File: config.mk
export PLATFORM = sky130hd
export DESIGN_NAME = signed_vector_multiplication_seq
export DESIGN_NICKNAME = d
export VERILOG_FILES = /design/src/rtl/ray_vector_pkg.sv /design/src/rtl/signed_mul_lane.sv /design/src/rtl/signed_vector_multiplication_seq.sv
export SDC_FILE = /design/constraint.sdc
export NUM_CORES = 1
export LEC_CHECK = 0
export ABC_AREA = 1
export CAP_MARGIN = 20
export CORE_MARGIN = 8
export CORE_UTILIZATION = 31
export DETAILED_ROUTE_END_ITERATION = 10
export SLEW_MARGIN = 20
export SYNTH_ARGS = -nofsm -noshare
export SYNTH_HDL_FRONTEND = slang
export SYNTH_SLANG_ARGS = --single-unit
File: constraint.sdc
create_clock -name clk -period 2.1 [get_ports clk]
set_input_delay 0.21 -clock clk [delete_from_list [all_inputs] [get_ports clk]]
set_output_delay 0.21 -clock clk [all_outputs]
set_load 0.01 [all_outputs]
File: src/rtl/ray_vector_pkg.sv
// Shared types and constants for packed 57-bit ray-tracing vectors.
// Used by the add, subtract, divide and multiply vector blocks.
package ray_vector_pkg;

  localparam int VEC_W  = 57;
  localparam int COMP_W = 19;

  localparam int X_LSB = 38;
  localparam int Y_LSB = 19;
  localparam int Z_LSB = 0;

  // Shift-add accumulator width: full product of two 19-bit magnitudes
  localparam int ACC_W = 2 * COMP_W;

  // Iteration counter: one multiplier bit per cycle, 0..COMP_W-1
  localparam int CNT_W     = 5;
  localparam int LAST_ITER = COMP_W - 1;

  typedef enum logic [1:0] {
    ST_IDLE = 2'd0,
    ST_RUN  = 2'd1,
    ST_DONE = 2'd2
  } svm_state_e;

endpackage

File: src/rtl/signed_mul_lane.sv
// One signed fixed-point multiply lane: magnitude/sign capture,
// radix-2 shift-add accumulate, then shift, sign and range check.
// Optional macro SVM_SATURATE_EN clamps out-of-range results.
module signed_mul_lane
  import ray_vector_pkg::*;
#(
  parameter int FRAC_BITS = 8
) (
  input  logic              clk,
  input  logic              rst_n,
  input  logic              i_load,
  input  logic              i_step,
  input  logic              i_fin,
  input  logic [COMP_W-1:0] i_a,
  input  logic [COMP_W-1:0] i_b,
  output logic [COMP_W-1:0] o_res,
  output logic              o_ovf
);

  localparam logic [ACC_W-1:0] LIM_POS =
    ACC_W'((64'd1 << (COMP_W - 1)) - 64'd1);
  localparam logic [ACC_W-1:0] LIM_NEG =
    ACC_W'(64'd1 << (COMP_W - 1));
  localparam logic [COMP_W-1:0] SAT_POS =
    COMP_W'((64'd1 << (COMP_W - 1)) - 64'd1);
  localparam logic [COMP_W-1:0] SAT_NEG =
    COMP_W'(64'd1 << (COMP_W - 1));

  logic [ACC_W-1:0]  r_mcand;
  logic [COMP_W-1:0] r_mplier;
  logic              r_sign;
  logic [ACC_W-1:0]  r_acc;
  logic [COMP_W-1:0] r_res;
  logic              r_ovf;

  logic [COMP_W-1:0] w_mag_a;
  logic [COMP_W-1:0] w_mag_b;
  logic              w_sign;
  logic [ACC_W-1:0]  w_q;
  logic [ACC_W-1:0]  w_lim;
  logic              w_ovf;
  logic [COMP_W-1:0] w_low;
  logic [COMP_W-1:0] w_wrap;
  logic [COMP_W-1:0] w_res;

  // Operand magnitudes; -2^18 maps to 2^18 as an unsigned value
  assign w_mag_a = i_a[COMP_W-1] ? (~i_a + 1'b1) : i_a;
  assign w_mag_b = i_b[COMP_W-1] ? (~i_b + 1'b1) : i_b;

  // A zero operand forces a positive result sign
  assign w_sign = (i_a[COMP_W-1] ^ i_b[COMP_W-1])
                & (|i_a) & (|i_b);

  // Capture operands, then one multiplier bit per step
  always_ff @(posedge clk) begin
    if (!rst_n) begin
      r_mcand  <= '0;
      r_mplier <= '0;
      r_sign   <= 1'b0;
      r_acc    <= '0;
    end else if (i_load) begin
      r_mcand  <= {{(ACC_W-COMP_W){1'b0}}, w_mag_a};
      r_mplier <= w_mag_b;
      r_sign   <= w_sign;
      r_acc    <= '0;
    end else if (i_step) begin
      if (r_mplier[0]) begin
        r_acc <= r_acc + r_mcand;
      end
      r_mcand  <= r_mcand << 1;
      r_mplier <= r_mplier >> 1;
    end
  end

  // Scale, range-check and re-sign the accumulated magnitude
  always_comb begin
    w_q    = r_acc >> FRAC_BITS;
    w_lim  = r_sign ? LIM_NEG : LIM_POS;
    w_ovf  = (w_q > w_lim);
    w_low  = w_q[COMP_W-1:0];
    w_wrap = r_sign ? (~w_low + 1'b1) : w_low;
`ifdef SVM_SATURATE_EN
    w_res  = w_ovf ? (r_sign ? SAT_NEG : SAT_POS) : w_wrap;
`else
    w_res  = w_wrap;
`endif
  end

  // Result register, written once on DONE entry
  always_ff @(posedge clk) begin
    if (!rst_n) begin
      r_res <= '0;
      r_ovf <= 1'b0;
    end else if (i_fin) begin
      r_res <= w_res;
      r_ovf <= w_ovf;
    end
  end

  assign o_res = r_res;
  assign o_ovf = r_ovf;

endmodule

File: src/rtl/signed_vector_multiplication_seq.sv
// Multi-cycle component-wise signed Q-format vector multiplier.
// Optional macro SVM_SATURATE_EN: clamp overflowing lanes.
module signed_vector_multiplication_seq
  import ray_vector_pkg::*;
#(
  parameter int FRAC_BITS = 8
) (
  input  logic             clk,
  input  logic             rst_n,
  input  logic             in_valid,
  output logic             in_ready,
  input  logic [VEC_W-1:0] in_vector_1,
  input  logic [VEC_W-1:0] in_vector_2,
  output logic             out_valid,
  input  logic             out_ready,
  output logic [VEC_W-1:0] out_vector,
  output logic [2:0]       out_ovf
);

  svm_state_e r_state;
  svm_state_e w_state_nxt;

  logic [CNT_W-1:0] r_cnt;
  logic             r_out_valid;

  logic w_load;
  logic w_step;
  logic w_fin;
  logic w_done_hs;

  logic [COMP_W-1:0] w_rx;
  logic [COMP_W-1:0] w_ry;
  logic [COMP_W-1:0] w_rz;
  logic              w_ox;
  logic              w_oy;
  logic              w_oz;

  // State register
  always_ff @(posedge clk) begin
    if (!rst_n) begin
      r_state <= ST_IDLE;
    end else begin
      r_state <= w_state_nxt;
    end
  end

  // Next state and lane control strobes
  always_comb begin
    w_state_nxt = r_state;
    w_load      = 1'b0;
    w_step      = 1'b0;
    w_fin       = 1'b0;
    w_done_hs   = 1'b0;
    unique case (r_state)
      ST_IDLE: begin
        if (in_valid) begin
          w_load      = 1'b1;
          w_state_nxt = ST_RUN;
        end
      end
      ST_RUN: begin
        w_step = 1'b1;
        if (r_cnt == CNT_W'(LAST_ITER)) begin
          w_state_nxt = ST_DONE;
        end
      end
      ST_DONE: begin
        if (!r_out_valid) begin
          w_fin = 1'b1;
        end else if (out_ready) begin
          w_done_hs   = 1'b1;
          w_state_nxt = ST_IDLE;
        end
      end
      default: begin
        w_state_nxt = ST_IDLE;
      end
    endcase
  end

  // Iteration counter
  always_ff @(posedge clk) begin
    if (!rst_n) begin
      r_cnt <= '0;
    end else if (w_load) begin
      r_cnt <= '0;
    end else if (w_step) begin
      r_cnt <= r_cnt + 1'b1;
    end
  end

  // Output valid: set on DONE entry, cleared on handshake
  always_ff @(posedge clk) begin
    if (!rst_n) begin
      r_out_valid <= 1'b0;
    end else if (w_fin) begin
      r_out_valid <= 1'b1;
    end else if (w_done_hs) begin
      r_out_valid <= 1'b0;
    end
  end

  signed_mul_lane #(.FRAC_BITS(FRAC_BITS)) u_lane_x (
    .clk    (clk),
    .rst_n  (rst_n),
    .i_load (w_load),
    .i_step (w_step),
    .i_fin  (w_fin),
    .i_a    (in_vector_1[X_LSB +: COMP_W]),
    .i_b    (in_vector_2[X_LSB +: COMP_W]),
    .o_res  (w_rx),
    .o_ovf  (w_ox)
  );

  signed_mul_lane #(.FRAC_BITS(FRAC_BITS)) u_lane_y (
    .clk    (clk),
    .rst_n  (rst_n),
    .i_load (w_load),
    .i_step (w_step),
    .i_fin  (w_fin),
    .i_a    (in_vector_1[Y_LSB +: COMP_W]),
    .i_b    (in_vector_2[Y_LSB +: COMP_W]),
    .o_res  (w_ry),
    .o_ovf  (w_oy)
  );

  signed_mul_lane #(.FRAC_BITS(FRAC_BITS)) u_lane_z (
    .clk    (clk),
    .rst_n  (rst_n),
    .i_load (w_load),
    .i_step (w_step),
    .i_fin  (w_fin),
    .i_a    (in_vector_1[Z_LSB +: COMP_W]),
    .i_b    (in_vector_2[Z_LSB +: COMP_W]),
    .o_res  (w_rz),
    .o_ovf  (w_oz)
  );

  assign in_ready   = (r_state == ST_IDLE) & rst_n;
  assign out_valid  = r_out_valid;
  assign out_vector = {w_rx, w_ry, w_rz};
  assign out_ovf    = {w_ox, w_oy, w_oz};

endmodule

==> results of run 1 <==
per-layer routing:
| metal | track usage [%] | routed length (µm) | vias to the layer above |
|---|---|---|---|
| li1 | - | - | 15275 |
| met1 | 25.1 | 43900 | 13087 |
| met2 | 27.5 | 38000 | 647 |
| met3 | 2.56 | 4990 | 96 |
| met4 | 3.54 | 1610 | 2 |
| met5 | 0 | 13 | - |
flip-flops by register name (all words and copies together) (netlist names), 38 cells and up:
name / cells
u_lane_x.r_mcand: 38
u_lane_z.r_mcand: 38
u_lane_x.r_acc: 38
u_lane_y.r_acc: 38
u_lane_z.r_acc: 38
u_lane_y.r_mcand: 38
metrics by stage:
stage	cell area, µm²	hold slack, ns	power, µW	setup slack [ns]	utilization [%]
after detailed placement	31900	0.455	11700	-0.0466	36.2
after CTS	33400	0.153	20200	0.0213	38.0
after global placement	31900	0.453	11600	-0.0467	36.2
after floorplan	27400	0.358	10000	0.184	-
after global routing	34100	0.182	21100	-0.0278	38.7
final	34100	0.163	20100	0.00895	38.7
logic make-up after synthesis:
logic type,after synthesis,share of synthesized area (%)
and+or+nand+nor,2373,34.8
buffers and inverters,821,11.6
AOI/OAI and AO/OA,772,15.5
DFF,356,26.0
adders and majority gates,182,8.40
xor gates and xnor gates,114,3.64
placed cells by master, fill, tap and decap left out, drive strengths merged, types with 32 or more instances in the layout:
cell | synthesis | final
clkbuf | 83 | 62
nor2 | 425 | 425
inv | 667 | 668
nor3 | 49 | 49
xnor2 | 37 | 37
nand4 | 36 | 36
xor2 | 77 | 77
o21ai | 222 | 222
a21oi | 391 | 391
nand3 | 264 | 264
o211ai | 37 | 37
o21bai | 32 | 32
clkdlybuf4s50 | 0 | 177
nand2 | 1565 | 1565
buf | 70 | 224
dfxtp | 356 | 356
ha | 179 | 179
path summary, 6_finish.rpt:
| path | startpoint | end | slack [ns] | cells past startpoint |
|---|---|---|---|---|
| setup / recovery | u_lane_y.r_acc[8]$_SDFFE_PP0P_ | u_lane_y.o_res[15]$_SDFFE_PN0P_ | 0.009 | 9 |
| hold / removal | rst_n | u_lane_z.o_res[7]$_SDFFE_PN0P_ | 0.16 | 4 |
| setup reg to reg | u_lane_y.r_acc[8]$_SDFFE_PP0P_ | u_lane_y.o_res[15]$_SDFFE_PN0P_ | 0.009 | 9 |
| hold reg to reg | u_lane_x.r_mplier[10]$_SDFFE_PN0P_ | u_lane_x.r_mplier[10]$_SDFFE_PN0P_ | 0.46 | 2 |
cell usage after synthesis, types with 2 or more instances:
library cell / count
a21boi_0: 2
a21o_1: 3
a21oi_1: 391
a22oi_1: 4
a31o_2: 3
a31oi_1: 31
and2_1: 3
buf_1: 5
buf_2: 58
buf_4: 7
clkbuf_1: 82
dfxtp_1: 356
fa_1: 3
ha_1: 179
inv_1: 660
inv_2: 7
nand2_1: 1564
nand3_1: 263
nand3b_1: 10
nand4_1: 36
nor2_1: 420
nor2_2: 2
nor2_4: 2
nor3_1: 49
nor4_1: 4
o211ai_1: 37
o21a_1: 23
o21ai_0: 216
o21ai_1: 6
o21bai_1: 32
o221ai_1: 18
o31ai_1: 4
or2_2: 13
xnor2_1: 37
xor2_1: 77
critical path: stages (launching register included):
cell and delay (ns):
dfxtp_1 0.35, buf_4 0.14, clkinvlp_4 0.16, nand3_1 0.16
nor2_1 0.10, a31oi_1 0.36, nor2_1 0.14, o21ai_0 0.47
nand2_1 0.09, inv_1 0.06
where the power goes:
| part | total (µW) | leakage [µW] | internal, µW | switching, µW |
|---|---|---|---|---|
| registers | 7470 | 0.00290 | 7160 | 310 |
| clock network | 8410 | 0.000777 | 5170 | 3250 |
| logic | 4170 | 0.0126 | 1660 | 2510 |
layout make-up:
class | instances | area (µm²)
clock inverter | 16 | 270
tap | 1165 | 1460
clock buffer | 62 | 1300
multi-input combinational | 3441 | 17700
fill | 9543 | 53900
timing repair buffer | 402 | 3680
inverter | 668 | 2520
sequential | 356 | 7140
repair_timing:
| item | in CTS | in global routing |
|---|---|---|
| gates resized for setup | 5 | 143 |
| endpoints found under the hold margin | 0 | 0 |
| setup endpoints to repair | 5 | 81 |
| pin swaps | 0 | 9 |
| setup buffers | 0 | 2 |
==> impl_metrics.csv, run 1 <==
group,metric,value,unit
floorplanning,start_util,31.1,%
routing,dr.pass1.iters,6,
grt,grt_pass1_vias,26931,
worst_setup_path,worst_setup_path_start_kind,"flip-flop",
logic_synthesis,syn_avg_cell_area,5.93,µm²
clock_tree,cts_hold_buffers,0,
place,hpwl,68100,µm
place,numPortBuffers,179,
grt,grt_pass1_wl,143000,µm
sta,setup_violations,0,
clock_tree,insertion_delay,0.59,ns
clock_tree,numCtsBuffers,45,
grt,grt_max_degree,115,
logic_synthesis,yosys.area.top_type,"dfxtp_1",
clock_tree,clockRootBuffer,"clkbuf_16",
routing,ant_nets,0,
place,gp_congestion,0.911,
sta,rsz0062_at_grt,"yes",
logic_synthesis,ys.flop_type,"dfxtp_1",
clock_tree,tritoncts,"yes",
pwr,power.density,589,mW/mm²
logic_synthesis,async_reset_ff_share,0,%
logic_synthesis,synth-edff-count,0,
grt,grt_usage,17.4,%
pwr,irDropWorstVdd,572,µV
worst_setup_path,crit_type,"flip-flop to flip-flop",
sta,hold_viol,0,
logic_synthesis,ys_types,46,
routing,drt_iter0_drc,2220,
min_path,hold_path.class,"input port to flip-flop",
flow_run,cap_violations,0,
floorplanning,io_pins,180,
clock_tree,cts_sinks,356,
sta,worst_pin_slew,0.651,ns
final_layout,diodes,0,
grt,antenna_found_initial,3,
logic_synthesis,synth.area.top_cells,"dfxtp_1 (26%), nand2_1 (21%), inv_1 (9.0%), ha_1 (8.2%), a21oi_1 (7.1%)",
sta,max_freq,0.478,GHz
sta,drv_slew,0,
worst_setup_path,cp.required,2.62,ns
floorplanning,die_y,313,µm
sta,fin_tns_setup,0,ns
final_layout,stdcell_count,6110,
clock_tree,clock_path_buffers,3,
final_layout,synthToLayoutAreaGrowth,24.4,%
logic_synthesis,ys_seq_elements,356,
worst_setup_path,cp-end-kind,"flip-flop",
logic_synthesis,syn-cell-area,0.0274,mm²
sta,min_period,2.09,ns
place,dpl.cell_count,6030,
routing,viasPerCell,4.76,
worst_setup_path,arrival,2.61,ns
routing,wl_per_cell,14.5,µm
clock_tree,path_clk_slew,0.06,ns
final_layout,drive_above_1_share,9.32,%
grt,grt_overflow,0,
floorplanning,dieWidth,313,µm
sta,fin_skew,0.0279,ns
routing,drc,0,
logic_synthesis,synth.top_cell.area_share,26.0,%
sta,relSlewSlack,56.6,%
floorplanning,num_rows,109,
worst_setup_path,crit_path_max_fanout,5,
final_layout,nets,5214,
floorplanning,dieArea,0.0981,mm²
sta,final.period_utilization,99.6,%
status,status,"complete, no violations",
routing,dr_total_vias,29107,
logic_synthesis,yosys_warnings,0,
logic_synthesis,yosysSeqAreaShare,26.0,%
logic_synthesis,synthCells,4618,
floorplanning,core,0.0880,mm²
clock_tree,htree_levels,2,
routing,wirelength,88500,µm
pwr,leakage,0.0163,µW
logic_synthesis,synth_fp_nets,4918,
Power figures use the tool's default switching activity.
==> inputs of run 2 (changes only) <==
- ABC_CLOCK_PERIOD_IN_PS: unset -> 2100
==> results of run 2 <==
The final DEF is identical to that of run 1; final timing and power are the same.
